===== src/rtl/spi_slave_ctrl.sv =====
// Control-port engine for a 3/4-wire SPI: instruction decode, register-bank strobes and encoder readback hand-off.
// state    | meaning
// IDLE     | waiting for chip select to fall
// INSTR    | shifting the 16-bit R/W, W1:W0, address instruction
// WR       | shifting write bytes, one strobe per completed byte
// RD       | feeding read bytes to the encoder, one read strobe per byte
// DONE     | byte count exhausted, waiting for chip select to rise
module spi_slave_ctrl #(
   parameter int ADDR_W      = 13,
   parameter int DATA_W      = 8,
   parameter int SYNC_STAGES = 2
) (
   input  logic              I_clk,
   input  logic              I_rst,
   input  logic              I_sclk_pin,
   input  logic              I_csb_pin,
   input  logic              I_sdi_pin,
   input  logic [DATA_W-1:0] I_reg_rdata,
   output logic [ADDR_W-1:0] O_reg_addr,
   output logic [DATA_W-1:0] O_reg_wdata,
   output logic              O_reg_wr,
   output logic              O_reg_rd,
   output logic              O_enc_enable,
   output logic              O_enc_latch,
   output logic [DATA_W-1:0] O_enc_data,
   output logic              O_busy
);

   localparam int INSTR_W = ADDR_W + 3;
   localparam int CNT_W   = $clog2(INSTR_W) + 1;
   localparam logic [CNT_W-1:0]  INSTR_LAST = CNT_W'(INSTR_W - 1);
   localparam logic [CNT_W-1:0]  BYTE_LAST  = CNT_W'(DATA_W - 1);
   localparam logic [CNT_W-1:0]  CNT_ONE    = CNT_W'(1);
   localparam logic [ADDR_W-1:0] ADDR_ONE   = ADDR_W'(1);

   typedef enum logic [2:0] {ST_IDLE, ST_INSTR, ST_WR, ST_RD, ST_DONE} state_t;

   logic [SYNC_STAGES-1:0] sclk_sync_q, csb_sync_q, sdi_sync_q, flush_q;
   logic                   sclk_prev_q, csb_prev_q, armed_q;
   logic                   sclk_s, csb_s, sdi_s;
   logic                   sclk_rise, sclk_fall, csb_rise, csb_fall;

   state_t              state_q, state_d;
   logic [CNT_W-1:0]    bit_cnt_q, bit_cnt_d;
   logic [INSTR_W-1:0]  shift_q, shift_d, shift_in;
   logic [1:0]          byte_left_q, byte_left_d;
   logic                stream_q, stream_d;
   logic [ADDR_W-1:0]   addr_q, addr_d;
   logic [DATA_W-1:0]   wdata_q, wdata_d, enc_data_q, enc_data_d;
   logic                wr_q, wr_d, rd_q, rd_d, load_q, load_d;
   logic                enc_en_q, enc_en_d, enc_latch_q, enc_latch_d;

   assign sclk_s = sclk_sync_q[SYNC_STAGES-1];
   assign csb_s  = csb_sync_q[SYNC_STAGES-1];
   assign sdi_s  = sdi_sync_q[SYNC_STAGES-1];

   assign sclk_rise = sclk_s & ~sclk_prev_q;
   assign sclk_fall = ~sclk_s & sclk_prev_q;
   assign csb_rise  = csb_s & ~csb_prev_q;
   // Only arm on a genuinely high CSB so a select held low across reset is not decoded mid-stream.
   assign csb_fall  = armed_q & ~csb_s & csb_prev_q;

   always_ff @(posedge I_clk) begin
      if (I_rst) begin
         sclk_sync_q <= '1;
         csb_sync_q  <= '1;
         sdi_sync_q  <= '1;
         flush_q     <= '0;
         sclk_prev_q <= 1'b1;
         csb_prev_q  <= 1'b1;
         armed_q     <= 1'b0;
         state_q     <= ST_IDLE;
         bit_cnt_q   <= '0;
         shift_q     <= '0;
         byte_left_q <= '0;
         stream_q    <= 1'b0;
         addr_q      <= '0;
         wdata_q     <= '0;
         wr_q        <= 1'b0;
         rd_q        <= 1'b0;
         load_q      <= 1'b0;
         enc_en_q    <= 1'b0;
         enc_latch_q <= 1'b0;
         enc_data_q  <= '0;
      end else begin
         sclk_sync_q <= {sclk_sync_q[SYNC_STAGES-2:0], I_sclk_pin};
         csb_sync_q  <= {csb_sync_q[SYNC_STAGES-2:0], I_csb_pin};
         sdi_sync_q  <= {sdi_sync_q[SYNC_STAGES-2:0], I_sdi_pin};
         flush_q     <= {flush_q[SYNC_STAGES-2:0], 1'b1};
         sclk_prev_q <= sclk_s;
         csb_prev_q  <= csb_s;
         armed_q     <= armed_q | (flush_q[SYNC_STAGES-1] & csb_s);
         state_q     <= state_d;
         bit_cnt_q   <= bit_cnt_d;
         shift_q     <= shift_d;
         byte_left_q <= byte_left_d;
         stream_q    <= stream_d;
         addr_q      <= addr_d;
         wdata_q     <= wdata_d;
         wr_q        <= wr_d;
         rd_q        <= rd_d;
         load_q      <= load_d;
         enc_en_q    <= enc_en_d;
         enc_latch_q <= enc_latch_d;
         enc_data_q  <= enc_data_d;
      end
   end

   always_comb begin
      state_d     = state_q;
      bit_cnt_d   = bit_cnt_q;
      shift_d     = shift_q;
      byte_left_d = byte_left_q;
      stream_d    = stream_q;
      addr_d      = addr_q;
      wdata_d     = wdata_q;
      wr_d        = 1'b0;
      rd_d        = 1'b0;
      load_d      = 1'b0;
      enc_en_d    = enc_en_q;
      enc_latch_d = enc_latch_q;
      enc_data_d  = enc_data_q;
      shift_in    = {shift_q[INSTR_W-2:0], sdi_s};

      if (wr_q)
         addr_d = addr_q - ADDR_ONE;
      if (enc_latch_q && sclk_fall)
         enc_latch_d = 1'b0;
      if (rd_q)
         load_d = 1'b1;
      // Read data is valid the cycle after the strobe; hold latch until the encoder sees a falling edge.
      if (load_q && state_q == ST_RD) begin
         enc_data_d  = I_reg_rdata;
         enc_latch_d = 1'b1;
         enc_en_d    = 1'b1;
      end

      if (csb_rise) begin
         state_d     = ST_IDLE;
         bit_cnt_d   = '0;
         byte_left_d = '0;
         stream_d    = 1'b0;
         load_d      = 1'b0;
         enc_en_d    = 1'b0;
         enc_latch_d = 1'b0;
      end else begin
         case (state_q)
            ST_IDLE: begin
               if (csb_fall) begin
                  state_d   = ST_INSTR;
                  bit_cnt_d = '0;
               end
            end
            ST_INSTR: begin
               if (sclk_rise) begin
                  shift_d   = shift_in;
                  bit_cnt_d = bit_cnt_q + CNT_ONE;
                  if (bit_cnt_q == INSTR_LAST) begin
                     bit_cnt_d   = '0;
                     addr_d      = shift_in[ADDR_W-1:0];
                     byte_left_d = shift_in[ADDR_W+1:ADDR_W];
                     stream_d    = &shift_in[ADDR_W+1:ADDR_W];
                     if (shift_in[ADDR_W+2]) begin
                        state_d = ST_RD;
                        rd_d    = 1'b1;
                     end else begin
                        state_d = ST_WR;
                     end
                  end
               end
            end
            ST_WR: begin
               if (sclk_rise) begin
                  shift_d   = shift_in;
                  bit_cnt_d = bit_cnt_q + CNT_ONE;
                  if (bit_cnt_q == BYTE_LAST) begin
                     bit_cnt_d = '0;
                     wdata_d   = shift_in[DATA_W-1:0];
                     wr_d      = 1'b1;
                     if (!stream_q && byte_left_q == 2'd0)
                        state_d = ST_DONE;
                     else if (!stream_q)
                        byte_left_d = byte_left_q - 2'd1;
                  end
               end
            end
            ST_RD: begin
               if (sclk_rise) begin
                  bit_cnt_d = bit_cnt_q + CNT_ONE;
                  if (bit_cnt_q == BYTE_LAST) begin
                     bit_cnt_d = '0;
                     if (!stream_q && byte_left_q == 2'd0) begin
                        state_d = ST_DONE;
                     end else begin
                        if (!stream_q)
                           byte_left_d = byte_left_q - 2'd1;
                        addr_d = addr_q - ADDR_ONE;
                        rd_d   = 1'b1;
                     end
                  end
               end
            end
            ST_DONE: ;
            default: state_d = ST_IDLE;
         endcase
      end
   end

   assign O_reg_addr   = addr_q;
   assign O_reg_wdata  = wdata_q;
   assign O_reg_wr     = wr_q;
   assign O_reg_rd     = rd_q;
   assign O_enc_enable = enc_en_q;
   assign O_enc_latch  = enc_latch_q;
   assign O_enc_data   = enc_data_q;
   assign O_busy       = (state_q != ST_IDLE);

endmodule


===== config.mk =====
export PLATFORM = sky130hd
export DESIGN_NAME = spi_slave_ctrl
export DESIGN_NICKNAME = d
export VERILOG_FILES = /design/src/rtl/spi_slave_ctrl.sv
export SDC_FILE = /design/constraint.sdc
export NUM_CORES = 1
export LEC_CHECK = 0
export ABC_AREA = 1
export CAP_MARGIN = 20
export CORE_ASPECT_RATIO = 0.8
export CORE_MARGIN = 2
export CORE_UTILIZATION = 50
export CTS_BUF_LIST = sky130_fd_sc_hd__clkbuf_16
export CTS_CLUSTER_DIAMETER = 30
export DETAILED_ROUTE_END_ITERATION = 6
export PLACE_DENSITY = 0.76
export SETUP_SLACK_MARGIN = 0.02
export SLEW_MARGIN = 40
export SYNTH_ARGS = -nofsm -noshare
export SYNTH_HDL_FRONTEND = slang
export SYNTH_SLANG_ARGS = --single-unit

===== constraint.sdc =====
create_clock -name I_clk -period 1.9 [get_ports I_clk]
set_input_delay 0.475 -clock I_clk [delete_from_list [all_inputs] [get_ports I_clk]]
set_output_delay 0.475 -clock I_clk [all_outputs]
set_load 0.1 [all_outputs]

## After elaboration in Yosys (flattened, before gate mapping)

Index checks and enable logic that the tools add are counted.

- Multiplexer cells: 41
- Reduce and logical (&&, ||, !) cells: 21
- $add $sub $neg: 3
- Equal/unequal tests: 14
- Bitwise logic cells: 15

Operator list:

| operator | count |
|---|---|
| 13-bit 2-to-1 mux | 7 |
| 13-bit one-hot mux with 2 select lines | 1 |
| 5-bit 2-to-1 mux | 5 |
| 3-bit 2-to-1 mux | 6 |
| 5-bit one-hot mux with 3 select lines | 1 |
| 7-bit AND reduction | 2 |
| 13-bit by 1-bit subtractor with 13-bit output (second input constant) | 1 |
| 1-bit 2-to-1 mux | 12 |
| 2-bit 2-to-1 mux | 6 |
| 3-bit one-hot mux with 4 select lines | 1 |
| 2-bit != test (second input constant) | 5 |
| 1-bit inverter | 8 |
| 4-bit AND reduction | 2 |
| 1-bit bitwise AND | 6 |
| 3-bit by 2-bit == test with 1-bit output (second input constant) | 2 |
| 2-bit by 1-bit != test with 1-bit output (second input constant) | 3 |
| 3-bit AND reduction | 2 |
| 3-bit nonzero test | 2 |
| 2-bit OR reduction | 3 |
| 5-bit by 1-bit adder with 5-bit output (second input constant) | 1 |
| 5-bit by 3-bit == test with 1-bit output (second input constant) | 1 |
| 5-bit by 4-bit == test with 1-bit output (second input constant) | 1 |
| 2-bit one-hot mux with 2 select lines | 1 |
| 2-bit nonzero test | 2 |
| other kinds (11) | 13 |

- Word-level logic and storage cells: 115
- Input port bits: 13
- Output and inout bits: 34
- Bits in registers: 71

## Logic depth before layout (Yosys ltp)

- Depth after elaboration: 7
- Depth in mapped cells: 13
- Gate-level depth less buffers: 13

## Worst setup path after synthesis

Ideal clock, no wire load.

- Path type: reg2reg
- Start point: register addr_q[0], in the netlist O_reg_addr[0]
- End point: register addr_q[8], in the netlist O_reg_addr[8]
- Arrival: 2.077 ns
- Stages on the path, launching flop included: 11
- Required time: 1.791 ns
- Slack: -0.286 ns
- Buffers on the path: 0
- Setup time: 0.109 ns
- Path through: dfxtp_1 inv_1 ha_1 nand2_1 o21ai_0 nand3_1 nand2_1 o21ai_0 inv_1 nand2_1 inv_1

- Cells in the longest elaborated chain, start to end: 7

RTL lines:

| element | RTL line | RTL |
|---|---|---|
| start, declared | 48 | `logic [ADDR_W-1:0] addr_q, addr_d;` |
| start signal, assigned | 98 | `addr_q <= addr_d;` |
| 13-bit by 1-bit subtractor with 13-bit output (*) | 126, 197 |  |
| 13-bit 2-to-1 mux | 125 | `if (wr_q)` |
| 13-bit 2-to-1 mux | 192 | `if (!stream_q && byte_left_q == 2'd0) begin` |
| 13-bit 2-to-1 mux | 190 | `if (bit_cnt_q == BYTE_LAST) begin` |
| 13-bit 2-to-1 mux | 188 | `if (sclk_rise) begin` |
| 13-bit one-hot mux with 2 select lines | 147 | `case (state_q)` |
| 13-bit 2-to-1 mux (*) | 138 | `if (csb_rise) begin` |

Every way passes the cells marked *; elsewhere a longest branch is shown, timed or not.
A chain may end at the register's enable or synchronous reset.

## Worst setup path after layout

- Start point: register bit_cnt_q[1]
- End point: register byte_left_q[0]

- Cells in the longest elaborated chain, start to end: 3

RTL lines:

| element | RTL line | RTL |
|---|---|---|
| start, declared | 44 | `logic [CNT_W-1:0] bit_cnt_q, bit_cnt_d;` |
| start signal, assigned | 94 | `bit_cnt_q <= bit_cnt_d;` |
| 5-bit by 4-bit == test with 1-bit output / 5-bit by 3-bit == test with 1-bit output (equally long branches) | 158, 176, 190 |  |
| 2-bit != test (no source line) / 2-bit by 1-bit != test with 1-bit output (equally long branches) | n/a |  |
| 7-bit AND reduction (no source line) (*) | n/a |  |
| end signal, assigned | 96 | `byte_left_q <= byte_left_d;` |
| end, declared | 46 | `logic [1:0] byte_left_q, byte_left_d;` |

Marked as above.

==> metrics <==
total power 4.002 mW; root buf cell clkbuf_16; Setup CP Type reg2reg; share of layout cells above drive strength 1 19.97%; width of the die 99.96 um; Hold WS 0.4037 ns; hold buffers post-CTS 0; vias in the first global route 3544; Port Buf Inserts 46; post-synthesis instance total 543; initial drt markers 521; core footprint 0.006993 mm^2; CP max stage cell dfxtp_2; post-synthesis cell area 0.003684 mm^2; Reg clk slew, reported paths 0.06 ns; Clock Sinks 71; n_diodes 0; CTS H-tree depth 3; synthesis-to-finish area growth 35.26%; Cell Count, Final, Fillers Out 688; cell-internal power 2.795 mW; grt total ovfl 0; largest net degree at the start of global routing 31; setup ws final 0.1044 ns; DRT antenna net count 0; clock latency on the worst-skew pair 0.34 ns; clock buffer depth 2; power share of the combinational group 18.4%; crit-path leading delay family simple AND/OR/NAND/NOR gates; sequential fraction of the synthesis area 38.59%; Worst setup EP type flop; CTS tree yes; initial antenna violation count 0; Clock Skew 0.008657 ns; Avg Inst Size Synth 6.784 um^2; worst-path maximum fanout 7; Final period util 94.50%; drt first pass iters 6; Worst Tran Pin Value 0.4407 ns; Setup-failing EPs final 0; post-synthesis register bit count 71; GRT Overall Usage 27.31%; Initial Util 52.67%; row count 27; WL/cell 14.84 um; Setup TNS 0 ns; relative slew slack 70.59%; Inst Count DP 671; Num CTS Buffers 9; sequential share of power 39.3%; clock network power share 42.3%; count of final max-slew check failures 0; ys async rst share 0%; CP startpoint kind flop; CP Data Arrival Time 2.01 ns; Pwr Density 803.2 mW/mm^2; Final Net Count 614; Max VDD drop 586.4 uV; library cells used by synthesis 38; Post-DP Area 0.004616 mm^2; final wirelength 10210 um; HPWL Detailed 7247 um; final core utilization 71.25%; detailed-route via count 3847; number of synthesized flops with an enable pin 0; sw frac 30.17%; Synth Flop Type dfxtp_1; vias per cell 5.592; GP Congestion 0.9360; max_cap viols 0; Die H 80.77 um; Critical path buffers and inverters 1; min cycle time layout 1.796 ns; critical path cell sequence ha_2 > nand2_2 > nor2_2 > ha_2 > inv_2 > nor2_4 > nor2_4 > nor4_2 > nor2_1; switching pwr 1.207 mW; Leakage 2.189 nW; fill cell count 571; Die Area 0.008074 mm^2; Req. time, crit path 2.11 ns; Fin. Hold Viols 0; first-pass GRT wire length 17240 um; Design Area, Final 0.004982 mm^2; synth warn 0; IO Pins 47; Slowest Stage Delay on Critical Path 0.34 ns; Fmax achieved 0.5569 GHz; Post-route DRC 0; pre-CTS setup slack 0.02097 ns; hold crit path type reg2reg; status finished clean; syn_nets 561
-- cells by family (layout without fill, tap and decap cells) --
family	after synthesis	after routing	synth area share [%]
buffers and inverters	94	152	10.80
xor gates and xnor gates	4	4	0.9513
DFF	71	71	38.59
adders and majority gates	5	5	1.698
AOI/OAI and AO/OA	110	110	16.27
and+or+nand+nor	259	259	31.69
-- per-layer routing --
metal	global-route usage [%]	part of all wire (%)	vias up
li1	-	-	1865
met1	38.41	44	1781
met2	41.89	45	178
met3	6.713	9.2	23
met4	7.945	1.6	0
met5	0	0	-
-- cell usage in the layout, fill, tap and decap left out, types with 2 or more instances in the layout --
| cell type | instances |
|---|---|
| o21ai_0 | 25 |
| nand2_2 | 4 |
| nand2_1 | 128 |
| clkinv_4 | 2 |
| clkbuf_16 | 9 |
| nand3_1 | 61 |
| nor2_4 | 8 |
| o211ai_1 | 3 |
| ha_2 | 2 |
| a21oi_2 | 2 |
| dfxtp_2 | 7 |
| xor2_1 | 2 |
| inv_2 | 10 |
| inv_6 | 2 |
| nand2_4 | 2 |
| xnor2_1 | 2 |
| buf_12 | 36 |
| dfxtp_1 | 64 |
| nor2_2 | 5 |
| clkdlybuf4s50_1 | 12 |
| inv_1 | 63 |
| nor2_1 | 35 |
| ha_1 | 3 |
| a21oi_1 | 53 |
| nand4_1 | 4 |
| or2_2 | 7 |
| o21ai_1 | 19 |
| buf_4 | 13 |
-- worst min-delay path, delay by kind of cell, from the launching register on --
kind	cells	cell delay (ns)
buffers and inverters	1	0.04
DFF	1	0.29
and+or+nand+nor	1	0.03
-- synthesized netlist by cell type, types with 7 or more instances --
cell type / count / area, um^2
nand2_1: 128 / 480.5
dfxtp_1: 71 / 1421
inv_1: 64 / 240.2
nand3_1: 61 / 305.3
a21oi_1: 54 / 270.3
nor2_1: 38 / 142.6
o21ai_0: 26 / 130.1
o21ai_1: 18 / 90.09
inv_2: 9 / 33.78
clkbuf_1: 8 / 30.03
or2_2: 7 / 43.79
-- worst paths after layout --
| path | startpoint | to | slack (ns) | cells after the start |
|---|---|---|---|---|
| worst max-delay path | bit_cnt_q[1]$_SDFFE_PP0P_ | byte_left_q[0]$_SDFFE_PP0P_ | 0.10 | 9 |
| worst min register to register | flush_q[0]$_DFF_P_ | flush_q[1]$_SDFF_PP0_ | 0.40 | 2 |
| worst max register to register | bit_cnt_q[1]$_SDFFE_PP0P_ | byte_left_q[0]$_SDFFE_PP0P_ | 0.10 | 9 |
| worst min-delay path | flush_q[0]$_DFF_P_ | flush_q[1]$_SDFF_PP0_ | 0.40 | 2 |
-- power by group through the flow --
| stage | combinational, mW | sequential [mW] | clock (mW) |
|---|---|---|---|
| after floorplan | 0.382 | 1.69 | 0 |
| after global placement | 0.687 | 1.60 | 0 |
| after detailed placement | 0.702 | 1.60 | 0 |
| after CTS | 0.714 | 1.57 | 1.71 |
| after global routing | 0.803 | 1.58 | 1.79 |
| final | 0.738 | 1.57 | 1.69 |
-- state kept, by name, summed over array words and instances (netlist names), 3 cells and up --
name         count
state_q          3
O_reg_wdata      8
shift_q         15
O_reg_addr      13
bit_cnt_q        5
O_enc_data       8
-- layout make-up --
| type | count | area (um^2) | area share (%) |
|---|---|---|---|
| clock buffer | 9 | 225.2 | 4.520 |
| inverter | 75 | 289.0 | 5.801 |
| timing repair buffer | 61 | 938.4 | 18.83 |
| multi-input combinational | 378 | 1918 | 38.50 |
| tap | 87 | 108.9 | 2.185 |
| sequential | 71 | 1430 | 28.70 |
| clock inverter | 7 | 72.57 | 1.457 |
-- timing repair --
action / 4_1_cts / 5_1_grt
buffers inserted: 1 / 1
setup endpoints to repair: 4 / 16
gates cloned: 0 / 0
gates resized for setup: 1 / 19
pin swaps: 1 / 6
No activity file was read; power rests on OpenSTA's default activity.
